File: config.mk
export PLATFORM = sky130hd
export DESIGN_NAME = spi_slave
export DESIGN_NICKNAME = d
export VERILOG_FILES = /design/src/rtl/spi_pkg.sv /design/src/rtl/spi_sync_edge.sv /design/src/rtl/spi_slave.sv
export SDC_FILE = /design/constraint.sdc
export NUM_CORES = 1
export LEC_CHECK = 0
export BUFFER_PORTS_ARGS = -buffer_cell sky130_fd_sc_hd__buf_2
export CELL_PAD_IN_SITES_DETAIL_PLACEMENT = 1
export CELL_PAD_IN_SITES_GLOBAL_PLACEMENT = 2
export CORE_MARGIN = 2
export CORE_UTILIZATION = 36
export DETAILED_ROUTE_END_ITERATION = 10
export PLACE_DENSITY_LB_ADDON = 0.1
export SLEW_MARGIN = 20
export SYNTH_ARGS = -nofsm -noshare
export SYNTH_HDL_FRONTEND = slang
export SYNTH_SLANG_ARGS = --single-unit
export TNS_END_PERCENT = 1
File: constraint.sdc
create_clock -name clk_i -period 3.77 [get_ports clk_i]
set_clock_uncertainty 0.15 [all_clocks]
set_input_delay 0.5655 -clock clk_i [delete_from_list [all_inputs] [get_ports clk_i]]
set_output_delay 0.5655 -clock clk_i [all_outputs]
set_load 0.03 [all_outputs]
File: src/rtl/spi_pkg.sv
// Shared SPI definitions: FSM state encodings, bus mode and default word width.
// Used by spi_slave and spi_master so both ends of the bus agree on framing.
package spi_pkg;

   localparam int   SPI_WIDTH = 8;
   localparam logic SPI_CPOL  = 1'b0;
   localparam logic SPI_CPHA  = 1'b0;

   typedef enum logic [2:0] {
      ST_IDLE,
      ST_LOAD,
      ST_SHIFT,
      ST_DONE,
      ST_WAIT_FALL
   } spi_state_e;

endpackage

File: src/rtl/spi_sync_edge.sv
// Multi-flop synchroniser for one asynchronous SPI input with edge detect.
// Ports: clk_i, reset_n_i (sync, active low), d_i in; level_o, rise_o, fall_o out.
module spi_sync_edge #(
   parameter int   SYNC_STAGES = 2,
   parameter logic IDLE_VAL    = 1'b0
) (
   input  logic clk_i,
   input  logic reset_n_i,
   input  logic d_i,
   output logic level_o,
   output logic rise_o,
   output logic fall_o
);

   logic [SYNC_STAGES-1:0] r_sync;
   logic                   r_hist;

   always_ff @(posedge clk_i) begin
      if (!reset_n_i) begin
         r_sync <= {SYNC_STAGES{IDLE_VAL}};
         r_hist <= IDLE_VAL;
      end else begin
         r_sync <= {r_sync[SYNC_STAGES-2:0], d_i};
         r_hist <= r_sync[SYNC_STAGES-1];
      end
   end

   assign level_o = r_sync[SYNC_STAGES-1];
   assign rise_o  = level_o & ~r_hist;
   assign fall_o  = ~level_o & r_hist;

endmodule

File: src/rtl/spi_slave.sv
// SPI mode-0 slave: oversampled sclk/ss_n/mosi, rx deserialiser, staged tx word.
// Ports: SPI pins (sclk_i, ss_n_i, mosi_i, miso_o), core tx/rx handshakes, status pulses.
module spi_slave
   import spi_pkg::*;
#(
   parameter int WIDTH       = SPI_WIDTH,
   parameter int CT          = $clog2(WIDTH),
   parameter int SYNC_STAGES = 2
) (
   input  logic             clk_i,
   input  logic             reset_n_i,
   input  logic             sclk_i,
   input  logic             ss_n_i,
   input  logic             mosi_i,
   output logic             miso_o,
   output logic             slave_ready_o,
   input  logic             enable_i,
   input  logic [WIDTH-1:0] tx_data_i,
   input  logic             tx_valid_i,
   output logic             tx_ready_o,
   output logic [WIDTH-1:0] rx_data_o,
   output logic             rx_valid_o,
   output logic             tx_underrun_o,
   output logic             frame_abort_o
);

   logic w_sclk_lvl, w_sclk_rise, w_sclk_fall;
   logic w_ss_lvl, w_ss_fall, w_unused_ss_rise;
   logic w_mosi, w_unused_mosi_rise, w_unused_mosi_fall;
   logic w_sample, w_drive;

   spi_sync_edge #(.SYNC_STAGES(SYNC_STAGES), .IDLE_VAL(SPI_CPOL)) u_sclk (
      .clk_i     (clk_i),
      .reset_n_i (reset_n_i),
      .d_i       (sclk_i),
      .level_o   (w_sclk_lvl),
      .rise_o    (w_sclk_rise),
      .fall_o    (w_sclk_fall)
   );

   spi_sync_edge #(.SYNC_STAGES(SYNC_STAGES), .IDLE_VAL(1'b1)) u_ss (
      .clk_i     (clk_i),
      .reset_n_i (reset_n_i),
      .d_i       (ss_n_i),
      .level_o   (w_ss_lvl),
      .rise_o    (w_unused_ss_rise),
      .fall_o    (w_ss_fall)
   );

   spi_sync_edge #(.SYNC_STAGES(SYNC_STAGES), .IDLE_VAL(1'b0)) u_mosi (
      .clk_i     (clk_i),
      .reset_n_i (reset_n_i),
      .d_i       (mosi_i),
      .level_o   (w_mosi),
      .rise_o    (w_unused_mosi_rise),
      .fall_o    (w_unused_mosi_fall)
   );

   // Leading edge samples, trailing edge drives (mode 0: rise/fall).
   assign w_sample = (SPI_CPOL ^ SPI_CPHA) ? w_sclk_fall : w_sclk_rise;
   assign w_drive  = (SPI_CPOL ^ SPI_CPHA) ? w_sclk_rise : w_sclk_fall;

   spi_state_e       r_state, w_state_n;
   logic [WIDTH-1:0] r_tx_shift, w_tx_shift_n;
   logic [WIDTH-1:0] r_rx_shift, w_rx_shift_n;
   logic [WIDTH-1:0] r_hold, w_hold_n;
   logic [WIDTH-1:0] r_rx_data, w_rx_data_n;
   logic [CT-1:0]    r_count, w_count_n;
   logic             r_full, w_full_n;
   logic             r_miso, w_miso_n;
   logic             r_rx_valid, w_rx_valid_n;
   logic             r_under, w_under_n;
   logic             r_abort, w_abort_n;
   logic             r_sready;

   always_ff @(posedge clk_i) begin
      if (!reset_n_i) begin
         r_state    <= ST_IDLE;
         r_tx_shift <= '0;
         r_rx_shift <= '0;
         r_hold     <= '0;
         r_rx_data  <= '0;
         r_count    <= '0;
         r_full     <= 1'b0;
         r_miso     <= 1'b0;
         r_rx_valid <= 1'b0;
         r_under    <= 1'b0;
         r_abort    <= 1'b0;
         r_sready   <= 1'b0;
      end else begin
         r_state    <= w_state_n;
         r_tx_shift <= w_tx_shift_n;
         r_rx_shift <= w_rx_shift_n;
         r_hold     <= w_hold_n;
         r_rx_data  <= w_rx_data_n;
         r_count    <= w_count_n;
         r_full     <= w_full_n;
         r_miso     <= w_miso_n;
         r_rx_valid <= w_rx_valid_n;
         r_under    <= w_under_n;
         r_abort    <= w_abort_n;
         r_sready   <= enable_i;
      end
   end

   always_comb begin
      w_state_n    = r_state;
      w_tx_shift_n = r_tx_shift;
      w_rx_shift_n = r_rx_shift;
      w_hold_n     = r_hold;
      w_rx_data_n  = r_rx_data;
      w_count_n    = r_count;
      w_full_n     = r_full;
      w_miso_n     = r_miso;
      w_rx_valid_n = 1'b0;
      w_under_n    = 1'b0;
      w_abort_n    = 1'b0;
      unique case (r_state)
         ST_IDLE: begin
            if (w_ss_fall) w_state_n = ST_LOAD;
         end
         ST_LOAD: begin
            if (w_ss_lvl) begin
               w_state_n = ST_IDLE;
               w_abort_n = 1'b1;
            end else begin
               if (r_full) begin
                  w_tx_shift_n = r_hold;
                  w_full_n     = 1'b0;
               end else begin
                  w_tx_shift_n = '0;
                  w_under_n    = 1'b1;
               end
               w_miso_n  = w_tx_shift_n[WIDTH-1];
               w_count_n = '0;
               w_state_n = ST_SHIFT;
            end
         end
         ST_SHIFT: begin
            if (w_ss_lvl) begin
               w_state_n = ST_IDLE;
               w_abort_n = 1'b1;
            end else if (w_sample) begin
               w_rx_shift_n = {r_rx_shift[WIDTH-2:0], w_mosi};
               if (r_count == CT'(WIDTH-1)) begin
                  w_count_n = '0;
                  w_state_n = ST_DONE;
               end else begin
                  w_count_n = r_count + 1'b1;
               end
            end else if (w_drive && r_count != '0) begin
               // Bit 0 went out in LOAD; later bits advance on each fall.
               w_tx_shift_n = r_tx_shift << 1;
               w_miso_n     = r_tx_shift[WIDTH-2];
            end
         end
         ST_DONE: begin
            w_rx_data_n  = r_rx_shift;
            w_rx_valid_n = 1'b1;
            w_state_n    = w_ss_lvl ? ST_IDLE : ST_WAIT_FALL;
         end
         ST_WAIT_FALL: begin
            // ss_n high wins over a coincident final fall: frame over.
            if (w_ss_lvl) w_state_n = ST_IDLE;
            else if (w_drive) w_state_n = ST_LOAD;
         end
         default: w_state_n = ST_IDLE;
      endcase
      if (w_state_n == ST_IDLE) w_miso_n = 1'b0;
      // LOAD above saw the old full flag; a word captured now is for the next LOAD.
      if (tx_valid_i && !r_full) begin
         w_full_n = 1'b1;
         w_hold_n = tx_data_i;
      end
   end

   assign miso_o        = r_miso;
   assign slave_ready_o = r_sready;
   assign tx_ready_o    = ~r_full;
   assign rx_data_o     = r_rx_data;
   assign rx_valid_o    = r_rx_valid;
   assign tx_underrun_o = r_under;
   assign frame_abort_o = r_abort;

endmodule
==> metrics.cfg <==
[detailed_routing]
postRouteAntennaNets=0
top_layer=met4
drc=0
drt-initial-drc-count=60
firstDrtPassIters=4
wl_met2_um=1800
routed_wl_um=4420
dr_wl_met3_um=142
num_vias=1564
met1_length_um=2440
routedWlPerCell_um=13.7
vias_per_cell=4.86

[clocking]
numCtsBuffers=5
cts_max_path_buffers=2
clkSlewWorstSetupHoldPaths_ns=0.09
cts_sinks=51
post_cts_buffers=0
root_buffer=clkbuf_8
cts_tree=done
hold_buffers=0
cts_resized=0
clock_latency_ns=0.30
h-tree-depth=2

[yosys]
seq_area_frac_synth_pct=50.9
ys_top_cells_by_area=dfxtp_1 (51%), nand2_1 (9.2%), a21oi_1 (6.2%)
synthesis.area_um2=2010
netlist_instances=229
ys_warn_count=0
synth_top_cell_area_share_pct=50.9
syn_nets=247
syn_avg_cell_area_um2=8.76
synth_cell_types=34
synth_seq_cells=51
yosys.area.top_type=dfxtp_1

[die]
die_y_um=78.6
fp.dieW_um=78.6
std_cell_rows=27
core_um2=5440
die_area_um2=6180
initial_core_util_pct=36.9
ios=29

[timing]
hold_violations=0
min_period_over_period_pct=72.6
rsz0062_at_grt=no
timing.fmax_mhz=366
post-route-min-period_ns=2.74
drv_slew=0
tightest_slew_ns=0.873
holdWs_ns=0.285
setup_tns_ns=0
relSlewSlack_pct=41.5
setup_viol=0
worst_slack_ns=1.03

[pwr]
p_per_area_nw_per_um2=410
ir_drop_uv=183
p_leak_nw=0.894

[run]
maxCapViolations=0

[final_layout]
multi_input_area_um2=888
finalNetCount=268
seq_area_um2=1020
drive_gt1_share_pct=17.2
n_fill_cell=662
antenna_cells=0
syn_to_final_growth_pct=12.7

[setup_path]
required_ns=3.86
start_kind=register
critical_path_class=reg -> reg
cp_max_fo=12
arrival_ns=2.82
cp-end-kind=register

[outcome]
run_status=finished clean

[grt]
grt_max_degree=24
antenna_found_initial=0
grt_overflow_total=0
grt.total_usage_pct=15.6
grt_pass1_wl_um=7560
first_global_vias=1516

[worst_hold_path]
hp-class=reg -> reg

[placed_design]
dp_hpwl_um=3080
io_buffer_count=28
gp_congestion=0.735
dp_slack_ns=1.04

cell families after synthesis:
kind of cell	after synthesis	synth area share, %
fa+ha+maj	3	1.87
simple gates	102	24.5
flops	51	50.9
mux	8	3.99
compound gates	44	14.0
buf+inv	21	4.80
layer usage:
layer / up-vias / GRT usage (%)
met2: 26 / 21.5
met5: - / 0
met3: 5 / 4.37
met4: 0 / 4.21
met1: 735 / 23.5
li1: 798 / -
per-stage QoR:
| step | instance area, um^2 | utilization [%] | cells | total power, mW |
|---|---|---|---|---|
| after floorplan | 2010 | - | 229 | 0.595 |
| after global placement | 2170 | 39.9 | 315 | 0.613 |
| after detailed placement | 2170 | 39.9 | 315 | 0.613 |
| after CTS | 2260 | 41.6 | 322 | 0.943 |
| after global routing | 2260 | 41.6 | 322 | 0.972 |
| final | 2260 | 41.6 | 322 | 0.928 |
worst paths after layout:
kind / startpoint / depth (start not counted) / end / slack, ns
setup reg to reg: r_state[2]$_SDFF_PN0_ / 5 / r_count[0]$_SDFFE_PN0P_ / 1.03
hold / removal: u_ss.r_sync[0]$_SDFF_PN1_ / 1 / u_ss.r_sync[1]$_SDFF_PN1_ / 0.29
hold reg to reg: u_ss.r_sync[0]$_SDFF_PN1_ / 1 / u_ss.r_sync[1]$_SDFF_PN1_ / 0.29
setup / recovery: r_state[2]$_SDFF_PN0_ / 5 / r_count[0]$_SDFFE_PN0P_ / 1.03
report_power, final:
group / total [mW] / switching [mW] / internal [mW]
clock network: 0.328 / 0.180 / 0.148
registers: 0.558 / 0.00899 / 0.549
logic: 0.0423 / 0.0266 / 0.0157
total: 0.928 / 0.215 / 0.712
synthesized netlist by cell type:
cell type,n
or3b_1,1
a21o_1,6
nor3b_2,1
a21oi_2,3
dfxtp_1,51
clkbuf_1,10
and2_1,6
and3_1,2
nor3b_4,1
nand2_1,49
inv_1,6
buf_2,2
nand2b_1,5
a22oi_1,1
ha_1,3
nor4_1,2
nor2_1,18
o21ai_0,1
buf_6,2
nand3_1,9
or4b_1,1
a211oi_1,2
o2111a_1,1
buf_1,1
nor2b_1,3
or4_1,1
or3_1,1
a2111oi_2,1
o21a_1,2
and2b_1,1
nor3_2,1
o211ai_1,2
a21oi_1,25
mux2i_1,8
flip-flops by register name, indices dropped and copies added, names as in the netlist:
signal	count
r_hold	8
r_rx_shift	8
rx_data_o	8
r_tx_shift	7
r_count	3
r_state	3
u_mosi.r_sync	2
u_sclk.r_sync	2
u_ss.r_sync	2
frame_abort_o	1
miso_o	1
r_full	1
rx_valid_o	1
slave_ready_o	1
tx_underrun_o	1
u_sclk.r_hist	1
u_ss.r_hist	1
final cells by class:
type | count | area share [%]
sequential | 51 | 45.2
multi-input combinational | 157 | 39.3
timing repair buffer | 29 | 6.53
tap | 72 | 3.98
clock buffer | 6 | 3.65
inverter | 6 | 0.996
clock inverter | 1 | 0.387
worst max-delay path, cell delays in order (launching register included):
cell     delay (ns)
dfxtp_1        0.42
or3b_1         0.59
nor3_2         0.76
nor2_1         0.18
or4_1          0.44
a21oi_1        0.14
cell usage in the layout, fill, tap and decap left out, drive strengths merged, types with 3 or more instances in the layout:
cell type,instances
a21o,6
buf,29
and2,6
mux2i,8
nor2,18
clkbuf,6
a21oi,28
dfxtp,51
nand2,49
ha,3
inv,7
nand2b,5
nand3,9
nor2b,3
(Power assumes the default switching activity.)
